**config.mk**
```make
export PLATFORM = sky130hd
export DESIGN_NAME = snake_body_ctrl
export DESIGN_NICKNAME = d
export VERILOG_FILES = /design/src/rtl/snake_body_ctrl.sv
export SDC_FILE = /design/constraint.sdc
export NUM_CORES = 1
export LEC_CHECK = 0
export BUFFER_PORTS_ARGS = -buffer_cell sky130_fd_sc_hd__buf_4
export CAP_MARGIN = 10
export CORE_MARGIN = 3
export CORE_UTILIZATION = 38
export DETAILED_ROUTE_END_ITERATION = 10
export SLEW_MARGIN = 5
export SYNTH_ARGS = -nofsm -noshare
export SYNTH_HDL_FRONTEND = slang
export SYNTH_SLANG_ARGS = --single-unit
```
**constraint.sdc**
```tcl
create_clock -name clk_i -period 6 [get_ports clk_i]
set_clock_uncertainty 0.1 [all_clocks]
set_input_delay 0 -clock clk_i [delete_from_list [all_inputs] [get_ports clk_i]]
set_output_delay 0 -clock clk_i [all_outputs]
set_load 0.005 [all_outputs]
```
**src/rtl/snake_body_ctrl.sv**
```systemverilog
// Snake movement/draw sequencer: body-RAM init, per-tick shift, tail erase, head plot, growth.
// Optional macro SNAKE_REDRAW_EN adds a full-body re-plot after the head tile.
module snake_body_ctrl #(
    parameter int ADDR_W    = 11,
    parameter int MAX_LEN   = 1024,
    parameter int INIT_LEN  = 3,
    parameter int TILE_CYC  = 16,
    parameter int GROW_STEP = 1
) (
    input  logic              clk_i,
    input  logic              rst_i,          // synchronous, active low
    input  logic              from_black_i,
    input  logic              go_i,
    input  logic              grow_i,
    input  logic              is_dead_i,
    input  logic [2:0]        colour_in_i,
    output logic [ADDR_W-1:0] mem_addr_o,
    output logic              mem_rd_o,
    output logic              mem_wr_o,
    output logic              ld_def_o,
    output logic              ld_head_prev_o,
    output logic              ld_curr_o,
    output logic              ld_curr_prev_o,
    output logic              update_head_o,
    output logic              draw_en_o,
    output logic [1:0]        draw_sel_o,
    output logic [3:0]        draw_cnt_o,
    output logic [2:0]        colour_out_o,
    output logic [ADDR_W:0]   length_o,
    output logic              busy_o,
    output logic [4:0]        state_o
);
    typedef enum logic [4:0] {
        S_IDLE, S_INIT, S_WAIT, S_ER_RD, S_ER_CAP, S_ER_DRAW, S_HPREV,
        S_SH_RD, S_SH_CAP, S_SH_WR, S_SH_ADV, S_EXT, S_HEAD, S_DHEAD,
        S_DFOOD, S_RD_RD, S_RD_CAP, S_RD_DRAW
    } state_t;

    typedef struct packed {
        logic [ADDR_W-1:0] mem_addr;
        logic              mem_rd;
        logic              mem_wr;
        logic              ld_def;
        logic              ld_head_prev;
        logic              ld_curr;
        logic              ld_curr_prev;
        logic              update_head;
        logic              draw_en;
        logic [1:0]        draw_sel;
        logic [3:0]        draw_cnt;
        logic [2:0]        colour;
        logic              busy;
    } out_t;

    localparam logic [ADDR_W:0]   LEN_INIT = (ADDR_W+1)'(INIT_LEN);
    localparam logic [ADDR_W:0]   LEN_MAX  = (ADDR_W+1)'(MAX_LEN);
    localparam logic [ADDR_W:0]   STEP     = (ADDR_W+1)'(GROW_STEP);
    localparam logic [ADDR_W:0]   LEN_ONE  = (ADDR_W+1)'(1);
    localparam logic [ADDR_W-1:0] IDX_ONE  = ADDR_W'(1);
    localparam logic [3:0]        PIX_LAST = 4'(TILE_CYC - 1);

    state_t            state_q, state_d, food_next;
    logic [ADDR_W-1:0] idx_q, idx_d;
    logic [3:0]        pix_q, pix_d;
    logic [ADDR_W:0]   length_q, length_d;
    logic              grow_pend_q, grow_pend_d;
    logic              grow_seen_q, grow_seen_d;
    logic              tick_grow_q, tick_grow_d;
    out_t              out_q, out_d;
    logic [ADDR_W:0]   room, ext_n;
    logic              last_seg, pix_last;

    // Growth is clipped so the body never exceeds MAX_LEN segments.
    assign room     = LEN_MAX - length_q;
    assign ext_n    = (room < STEP) ? room : STEP;
    assign last_seg = ({1'b0, idx_q} == length_q - LEN_ONE);
    assign pix_last = (pix_q == PIX_LAST);

    always_comb begin
        state_d     = state_q;
        idx_d       = idx_q;
        pix_d       = pix_q;
        length_d    = length_q;
        grow_pend_d = grow_pend_q | grow_i;
        tick_grow_d = tick_grow_q;
        grow_seen_d = grow_seen_q;
        if (!(state_q inside {S_IDLE, S_INIT, S_WAIT}) && grow_i)
            grow_seen_d = 1'b1;
        food_next = grow_seen_d ? S_DFOOD : S_WAIT;
        case (state_q)
            S_IDLE:    if (from_black_i) begin state_d = S_INIT; idx_d = '0; end
            S_INIT: begin
                if ({1'b0, idx_q} == LEN_INIT - LEN_ONE) begin
                    state_d = S_WAIT; idx_d = '0; length_d = LEN_INIT; grow_pend_d = 1'b0;
                end else idx_d = idx_q + IDX_ONE;
            end
            // A pending grow keeps the tail: skip the erase and extend after the shift.
            S_WAIT: if (go_i) begin
                tick_grow_d = grow_pend_q;
                grow_pend_d = grow_i;
                grow_seen_d = grow_i;
                state_d     = grow_pend_q ? S_HPREV : S_ER_RD;
            end
            S_ER_RD:   state_d = S_ER_CAP;
            S_ER_CAP:  begin state_d = S_ER_DRAW; pix_d = '0; end
            S_ER_DRAW: if (pix_last) state_d = S_HPREV; else pix_d = pix_q + 4'd1;
            S_HPREV:   begin state_d = S_SH_RD; idx_d = '0; end
            S_SH_RD:   state_d = S_SH_CAP;
            S_SH_CAP:  state_d = S_SH_WR;
            S_SH_WR:   state_d = S_SH_ADV;
            S_SH_ADV: begin
                if (last_seg) begin
                    idx_d   = '0;
                    state_d = tick_grow_q ? S_EXT : S_HEAD;
                end else begin
                    idx_d   = idx_q + IDX_ONE;
                    state_d = S_SH_RD;
                end
            end
            S_EXT: begin
                if (ext_n == '0 || {1'b0, idx_q} == ext_n - LEN_ONE) begin
                    length_d = length_q + ext_n; tick_grow_d = 1'b0; idx_d = '0; state_d = S_HEAD;
                end else idx_d = idx_q + IDX_ONE;
            end
            S_HEAD:    begin state_d = S_DHEAD; pix_d = '0; end
            S_DHEAD: begin
                if (pix_last) begin
                    pix_d = '0;
`ifdef SNAKE_REDRAW_EN
                    if (length_q > LEN_ONE) begin state_d = S_RD_RD; idx_d = IDX_ONE; end
                    else state_d = food_next;
`else
                    state_d = food_next;
`endif
                end else pix_d = pix_q + 4'd1;
            end
            S_RD_RD:   state_d = S_RD_CAP;
            S_RD_CAP:  begin state_d = S_RD_DRAW; pix_d = '0; end
            S_RD_DRAW: begin
                if (pix_last) begin
                    pix_d = '0;
                    if (last_seg) state_d = food_next;
                    else begin idx_d = idx_q + IDX_ONE; state_d = S_RD_RD; end
                end else pix_d = pix_q + 4'd1;
            end
            S_DFOOD:   if (pix_last) state_d = S_WAIT; else pix_d = pix_q + 4'd1;
            default:   state_d = S_IDLE;
        endcase
        if (is_dead_i) begin
            state_d = S_IDLE; idx_d = '0; pix_d = '0;
            grow_pend_d = 1'b0; grow_seen_d = 1'b0; tick_grow_d = 1'b0;
        end
    end

    // Outputs are decoded from the next state and registered, so they line up with state_q.
    always_comb begin
        out_d      = '0;
        out_d.busy = 1'b1;
        case (state_d)
            S_IDLE, S_WAIT: out_d.busy = 1'b0;
            S_INIT:    begin out_d.mem_addr = idx_d; out_d.ld_def = 1'b1; out_d.mem_wr = 1'b1; end
            S_ER_RD:   begin out_d.mem_addr = ADDR_W'(length_d - LEN_ONE); out_d.mem_rd = 1'b1; end
            S_ER_CAP:  begin out_d.mem_addr = ADDR_W'(length_d - LEN_ONE); out_d.ld_curr = 1'b1; end
            S_ER_DRAW: begin out_d.draw_en = 1'b1; out_d.draw_sel = 2'd0; out_d.draw_cnt = pix_d; end
            S_HPREV:   out_d.ld_head_prev = 1'b1;
            S_SH_RD:   begin out_d.mem_addr = idx_d; out_d.mem_rd = 1'b1; end
            S_SH_CAP:  begin out_d.mem_addr = idx_d; out_d.ld_curr = 1'b1; end
            S_SH_WR:   begin out_d.mem_addr = idx_d; out_d.mem_wr = 1'b1; end
            S_SH_ADV:  begin out_d.mem_addr = idx_d; out_d.ld_curr_prev = 1'b1; end
            S_EXT:     begin
                out_d.mem_addr = ADDR_W'(length_d + {1'b0, idx_d});
                out_d.mem_wr   = (ext_n != '0);
            end
            S_HEAD:    out_d.update_head = 1'b1;
            S_DHEAD:   begin
                out_d.draw_en = 1'b1; out_d.draw_sel = 2'd1; out_d.draw_cnt = pix_d; out_d.colour = 3'b100;
            end
            S_RD_RD:   begin out_d.mem_addr = idx_d; out_d.mem_rd = 1'b1; end
            S_RD_CAP:  begin out_d.mem_addr = idx_d; out_d.ld_curr = 1'b1; end
            S_RD_DRAW: begin
                out_d.draw_en = 1'b1; out_d.draw_sel = 2'd2; out_d.draw_cnt = pix_d; out_d.colour = colour_in_i;
            end
            S_DFOOD:   begin
                out_d.draw_en = 1'b1; out_d.draw_sel = 2'd3; out_d.draw_cnt = pix_d; out_d.colour = 3'b010;
            end
            default:   out_d.busy = 1'b0;
        endcase
    end

    always_ff @(posedge clk_i) begin
        if (!rst_i) begin
            state_q     <= S_IDLE;
            idx_q       <= '0;
            pix_q       <= '0;
            length_q    <= LEN_INIT;
            grow_pend_q <= 1'b0;
            grow_seen_q <= 1'b0;
            tick_grow_q <= 1'b0;
            out_q       <= '0;
        end else begin
            state_q     <= state_d;
            idx_q       <= idx_d;
            pix_q       <= pix_d;
            length_q    <= length_d;
            grow_pend_q <= grow_pend_d;
            grow_seen_q <= grow_seen_d;
            tick_grow_q <= tick_grow_d;
            out_q       <= out_d;
        end
    end

    assign mem_addr_o     = out_q.mem_addr;
    assign mem_rd_o       = out_q.mem_rd;
    assign mem_wr_o       = out_q.mem_wr;
    assign ld_def_o       = out_q.ld_def;
    assign ld_head_prev_o = out_q.ld_head_prev;
    assign ld_curr_o      = out_q.ld_curr;
    assign ld_curr_prev_o = out_q.ld_curr_prev;
    assign update_head_o  = out_q.update_head;
    assign draw_en_o      = out_q.draw_en;
    assign draw_sel_o     = out_q.draw_sel;
    assign draw_cnt_o     = out_q.draw_cnt;
    assign colour_out_o   = out_q.colour;
    assign busy_o         = out_q.busy;
    assign length_o       = length_q;
    assign state_o        = state_q;
endmodule

```
==> impl_metrics.yaml, run 1 <==
run_status:
  violations: "negative setup slack"
  status: "complete, but fails checks"
routing:
  drtIter0Drc: 431
  vias_per_cell: 5.807
  post-route-drc-count: 0
  postRouteAntennaNets: 0
  vias: 5633
  first_pass_iters: 5
  wire_per_inst_um: 18.02
  drt-total-wl_um: 17480
job:
  cap_violations: 0
critical_path:
  critPathRequiredTime_ps: 6190
  r2r_cells: 28
  crit_arrival_ps: 6320
  r2r_setup_slack_ps: -120
  startpoint_type: "flop"
  cp-end-kind: "flop"
  worst-setup-path-type: "flop to flop"
  crit_fanout: 5
  crit_slowest_cell: "or4b_1"
  slowest_delay_ps: 480
yosys:
  synth_warnings: 0
  synth_cell_types: 82
  ys.flop_type: "dfxtp_1"
  synth_top_area_share_pct: 25.72
  syn_inst: 655
  synthTopCellsByArea: "dfxtp_1, ha_1, a21oi_1"
  avgSynthCellArea_um2: 7.607
  ys_seq_area_share_pct: 25.72
  synth_edf_count: 0
  synth_area_um2: 4982
  synth-seq-cells: 64
  ys_async_sr_fraction_pct: 0
  yosysTopAreaCell: "dfxtp_1"
place:
  hpwl_um: 13240
  port_buffers: 54
  routabilityCongestion: 0.9522
  pre_cts_ws_ps: -534.1
  place_area_um2: 6259
floorplan:
  rows: 41
  fp.dieW_um: 120.5
  io_pins: 55
  fp.dieArea_um2: 14520
  die_h_um: 120.5
  coreArea_um2: 12720
  initial_utilization_pct: 39.16
pwr:
  p_sw_share_pct: 23.41
  p_comb_share_pct: 5.2
  finalPower_mw: 1.039
  power.density_nw_per_um2: 151.9
  p_seq_share_pct: 41.3
  p_leak_nw: 2.788
  ir_drop_mv: 0.1769
  pwr-share-clk_pct: 53.5
  p_int_mw: 0.7960
  p_sw_mw: 0.2433
sta:
  setup-violations-final: 1
  drv_slew: 0
  finalWorstSetupSlack_ps: -123.2
  worst_pin_slew_ps: 763.2
  min_period_ps: 6123
  fin_crit_sh_pct: 102.1
  setup_tns_ps: -123.2
  rsz0062_at_grt: "yes"
  slew_headroom_pct: 49.05
  maxClockFrequency_ghz: 0.1633
  hold_viol_final: 0
global_route:
  grt-ovfl-total: 0
  grt_max_degree: 27
  grt_use_total_pct: 24.38
  grt_pass1_wl_um: 28320
  grt_pass1_vias: 5626
  antenna_found_initial: 0
clock_network:
  clock_path_buffers: 2
  cts_tree: "yes"
  clockRootBuffer: "clkbuf_16"
  clk_pin_slew_ps: 60
  cts_sinks: 64
  clkLatencyLatePin_ps: 350
  cts_max_level: 3
  numCtsBuffers: 9
cells_and_area:
  nNetsFinal: 823
  synthToLayoutAreaGrowth_pct: 37.29
  diodes: 0
  utilization_pct: 53.77
  fill_cells: 1254
  drive_gt1_share_pct: 28.45
  multi_input_area_um2: 3636
  final_cell_area_um2: 6840
  regArea_um2: 1284
worst_hold_path:
  hold_depth: 3
  min_path_type: "input pin to flop"
synthesized netlist by cell type (4+ instances only):
| cell | number |
|---|---|
| o21ai_0 | 36 |
| o41ai_1 | 4 |
| a211oi_1 | 8 |
| o21ai_1 | 8 |
| a22oi_1 | 6 |
| and2_1 | 19 |
| o211ai_1 | 5 |
| or3_1 | 12 |
| nor3_1 | 33 |
| buf_1 | 5 |
| nand2_1 | 45 |
| a31oi_1 | 4 |
| a21oi_1 | 46 |
| nand3b_1 | 11 |
| a21o_1 | 6 |
| nand2b_1 | 21 |
| dfxtp_1 | 64 |
| xor2_1 | 11 |
| nand4_1 | 6 |
| mux2i_1 | 5 |
| xnor2_1 | 16 |
| o21bai_1 | 5 |
| nor4_1 | 8 |
| and3_1 | 14 |
| o32ai_1 | 4 |
| nor2_1 | 56 |
| ha_1 | 20 |
| clkbuf_1 | 28 |
| a22o_1 | 10 |
| buf_2 | 7 |
| nand3_1 | 19 |
| inv_1 | 25 |
| nor2b_1 | 14 |
routing by layer:
metal  track usage (%)  part of all wire [%]  vias to the layer above
li1                  -                     -                     2694
met1             29.46                    41                     2661
met2             41.91                    50                      228
met3             4.864                   5.8                       50
met4             10.62                   3.4                        0
met5                 0                     0                        -
placed cells by master (no fill, tap or decap), drive strengths merged, types with 20 or more instances in the layout:
cell type	count
o21ai	44
nand2b	21
ha	20
inv	29
nor2	56
buf	159
nand2	45
nor3	34
dfxtp	64
a21oi	47
final cells by class:
type | count | share of cell area (%)
clock buffer | 11 | 3.695
clock inverter | 5 | 0.9146
inverter | 27 | 1.482
multi-input combinational | 525 | 53.16
sequential | 64 | 18.77
tap | 172 | 3.146
timing repair buffer | 166 | 18.84
state kept, by name (all words and copies together) (netlist names):
name / flops
length_o: 12
idx_q: 11
mem_addr_o: 11
state_o: 5
draw_cnt_o: 4
pix_q: 4
colour_out_o: 3
draw_sel_o: 2
busy_o: 1
draw_en_o: 1
grow_pend_q: 1
grow_seen_q: 1
ld_curr_o: 1
ld_curr_prev_o: 1
ld_def_o: 1
ld_head_prev_o: 1
mem_rd_o: 1
mem_wr_o: 1
tick_grow_q: 1
update_head_o: 1
kinds of logic after synthesis:
family | after synthesis | synth area share, %
DFF | 64 | 25.72
buffers and inverters | 67 | 5.224
adders and majority gates | 21 | 5.424
AOI/OAI and AO/OA | 197 | 28.45
other | 1 | 0.07527
and+or+nand+nor | 273 | 29.36
xor gates and xnor gates | 27 | 4.746
muxes | 5 | 1.005
timing repair:
action / in CTS / in global routing
buffers inserted: 5 / 4
resized for setup: 12 / 17
endpoints found under the setup margin: 3 / 3
pin swaps: 18 / 13
hold buffers: 7 / 0
endpoints found under the hold margin: 27 / 0
power by group through the flow:
| stage | Sequential [mW] | Combinational, mW | Clock (mW) |
|---|---|---|---|
| floorplan | 0.437 | 0.0304 | 0 |
| global placement | 0.438 | 0.0484 | 0 |
| detailed placement | 0.439 | 0.0490 | 0 |
| CTS | 0.429 | 0.0529 | 0.569 |
| global route | 0.429 | 0.0589 | 0.582 |
| finish | 0.429 | 0.0540 | 0.556 |
worst max-delay path, delay by kind of cell, from the launching register on:
family	cells	cell delay (ps)
flip-flops	1	330
XOR/XNOR	1	140
adder cells (fa/ha/maj)	3	780
buffers and inverters	3	300
AO/OA/AOI/OAI	12	2370
AND/OR/NAND/NOR	9	2010
stage by stage:
| step | hold WS [ps] | std cells |
|---|---|---|
| global route | 344.2 | 970 |
| detailed placement | 128.2 | 938 |
| finish | 331.6 | 970 |
| floorplan | 30.38 | 656 |
| CTS | 311.8 | 966 |
| global placement | 134.0 | 938 |
worst paths after layout:
check / from / end
worst min-delay path: colour_in_i[0] / colour_out_o[0]$_SDFF_PN0_
worst max-delay path: length_o[3]$_SDFF_PN0_ / mem_addr_o[10]$_SDFF_PN0_
worst max register to register: length_o[3]$_SDFF_PN0_ / mem_addr_o[10]$_SDFF_PN0_
worst min register to register: grow_pend_q$_SDFF_PP0_ / tick_grow_q$_SDFFE_PP0P_
No activity file was read; power rests on OpenSTA's default activity.
==> run 2, diff against run 1 <==
- CORE_ASPECT_RATIO: not set -> 0.8
==> run 2 against run 1 <==
Compared with the run above: critical path type unchanged; worst hold slack better by 26 ps; global-route usage down 0.38 points; critical endpoint unchanged; cell area grew 2.2%; the run still ends with negative setup slack left; largest power group unchanged.
==> impl_metrics.yaml, run 2 (synthesis gave the netlist of run 1 again) <==
global_route:
  grt_pass1_wl_um: 28120
  grt-ovfl-total: 0
  antenna_found_initial: 0
  grt_pass1_vias: 5370
  grt_max_degree: 27
  grt_use_total_pct: 24.00
sta:
  worst_pin_slew_ps: 891.7
  maxClockFrequency_ghz: 0.1626
  finalWorstSetupSlack_ps: -149.4
  drv_slew: 0
  setup-violations-final: 1
  rsz0062_at_grt: "yes"
  slew_headroom_pct: 39.77
  hold_viol_final: 0
  min_period_ps: 6149
  fin_crit_sh_pct: 102.5
critical_path:
  cp-end-kind: "flop"
  worst-setup-path-type: "flop to flop"
  critPathRequiredTime_ps: 6160
  r2r_setup_slack_ps: -150
  slowest_delay_ps: 830
  crit_arrival_ps: 6310
  startpoint_type: "flop"
  cp_top_family: "compound AO/OA/AOI/OAI gates"
  path_buf_inv: 1
  crit_fanout: 7
  path_cells: "or3_4 -> or3_1 -> a32o_2 -> a2111oi_4 -> inv_2 -> ha_4 -> xnor2_2 -> nor3_2 -> and2_1 -> a21oi_4 -> nand2b_4 -> o41ai_1 -> ha_1 -> a21boi_2 -> o21ai_2 -> a21oi_2 -> a31o_2 -> a2111oi_4 -> a311oi_2 -> or4b_1 -> nand3_1"
  crit_slowest_cell: "o41ai_1"
  critPathMostFrequentCell: "a2111oi_4"
clock_network:
  clk_pin_slew_ps: 50
  cts_max_level: 3
  cts_sinks: 64
  clockRootBuffer: "clkbuf_16"
  numCtsBuffers: 9
  clock_path_buffers: 2
  cts_tree: "yes"
  clkLatencyLatePin_ps: 330
job:
  cap_violations: 0
place:
  port_buffers: 54
  hpwl_um: 13340
  routabilityCongestion: 0.9704
  pre_cts_ws_ps: -462.1
cells_and_area:
  nNetsFinal: 839
  diodes: 0
  final_common_cell: "buf_4"
  final_cell_mix: "buf_4, dfxtp_1, nor2_1, nand2_1, a21oi_1"
  largest_reg_flops: 12
  utilization_pct: 56.04
  drive_gt1_share_pct: 31.16
  synthToLayoutAreaGrowth_pct: 40.33
floorplan:
  die_h_um: 108.4
  coreArea_um2: 12480
  fp.dieArea_um2: 14530
  io_pins: 55
  initial_utilization_pct: 39.93
  fp.dieW_um: 134.0
  rows: 36
worst_hold_path:
  min_path_type: "input pin to flop"
routing:
  post-route-drc-count: 0
  vias_per_cell: 5.884
  vias: 5784
  drtIter0Drc: 753
  first_pass_iters: 5
  postRouteAntennaNets: 0
  drt-total-wl_um: 17830
  wire_per_inst_um: 18.13
pwr:
  ir_drop_mv: 0.1357
  power.density_nw_per_um2: 135.2
  p_leak_nw: 2.857
run_status:
  violations: "negative setup slack"
  status: "complete, but fails checks"
run 2: final cells by class:
| class | count | area (um2) |
|---|---|---|
| clock buffer | 13 | 250.2 |
| clock inverter | 1 | 5.005 |
| fill | 1157 | 5485 |
| inverter | 27 | 101.3 |
| multi-input combinational | 525 | 3735 |
| sequential | 64 | 1285 |
| tap | 171 | 214.0 |
| timing repair buffer | 182 | 1401 |
run 2: worst reg2reg max path: cells and delay by family (launching register included):
| family | cells | cell delay, ps |
|---|---|---|
| and+or+nand+nor | 7 | 1920 |
| DFF | 1 | 340 |
| buffers and inverters | 1 | 90 |
| AOI/OAI and AO/OA | 10 | 2890 |
| xor gates and xnor gates | 1 | 130 |
| adders and majority gates | 2 | 630 |
run 2: repair_timing:
| action | in CTS | in global routing |
|---|---|---|
| endpoints found under the setup margin | 2 | 4 |
| pin swaps | 23 | 32 |
| gates resized for setup | 22 | 32 |
| buffers inserted | 13 | 10 |
| endpoints found under the hold margin | 25 | 0 |
| hold buffers | 8 | 0 |
run 2: report_power, final:
part / internal, mW / leakage, nW / total [mW] / switching, mW
registers: 0.428 / 0.516 / 0.430 / 0.00244
clock network: 0.285 / 0.126 / 0.459 / 0.174
logic: 0.0238 / 2.22 / 0.0565 / 0.0327
total: 0.737 / 2.86 / 0.945 / 0.209
run 2: path summary, 6_finish.rpt:
path | startpoint | cells after the start | endpoint
worst max-delay path | length_o[3]$_SDFF_PN0_ | 21 | mem_addr_o[10]$_SDFF_PN0_
worst min-delay path | colour_in_i[1] | 4 | colour_out_o[1]$_SDFF_PN0_
worst max register to register | length_o[3]$_SDFF_PN0_ | 21 | mem_addr_o[10]$_SDFF_PN0_
worst min register to register | grow_pend_q$_SDFF_PP0_ | 2 | tick_grow_q$_SDFFE_PP0P_
run 2: metal layers:
layer	track usage, %	up-vias	part of all wire, %
li1	-	2718	-
met1	33.41	2740	45
met2	38.07	286	45
met3	4.279	40	7.4
met4	7.267	0	2.3
met5	0	-	0
run 2: through the flow:
step,hold slack (ps),cells,area [um2],total power [mW],setup TNS [ps]
floorplan,30.38,656,5059,0.4677,0
detailed placement,126.8,938,6240,0.4880,-575.0
global route,394.7,983,6992,0.9771,-580.4
finish,357.3,983,6992,0.9452,-149.4
CTS,337.2,973,6782,0.9495,-85.96
global placement,122.4,938,6240,0.4875,-137.7
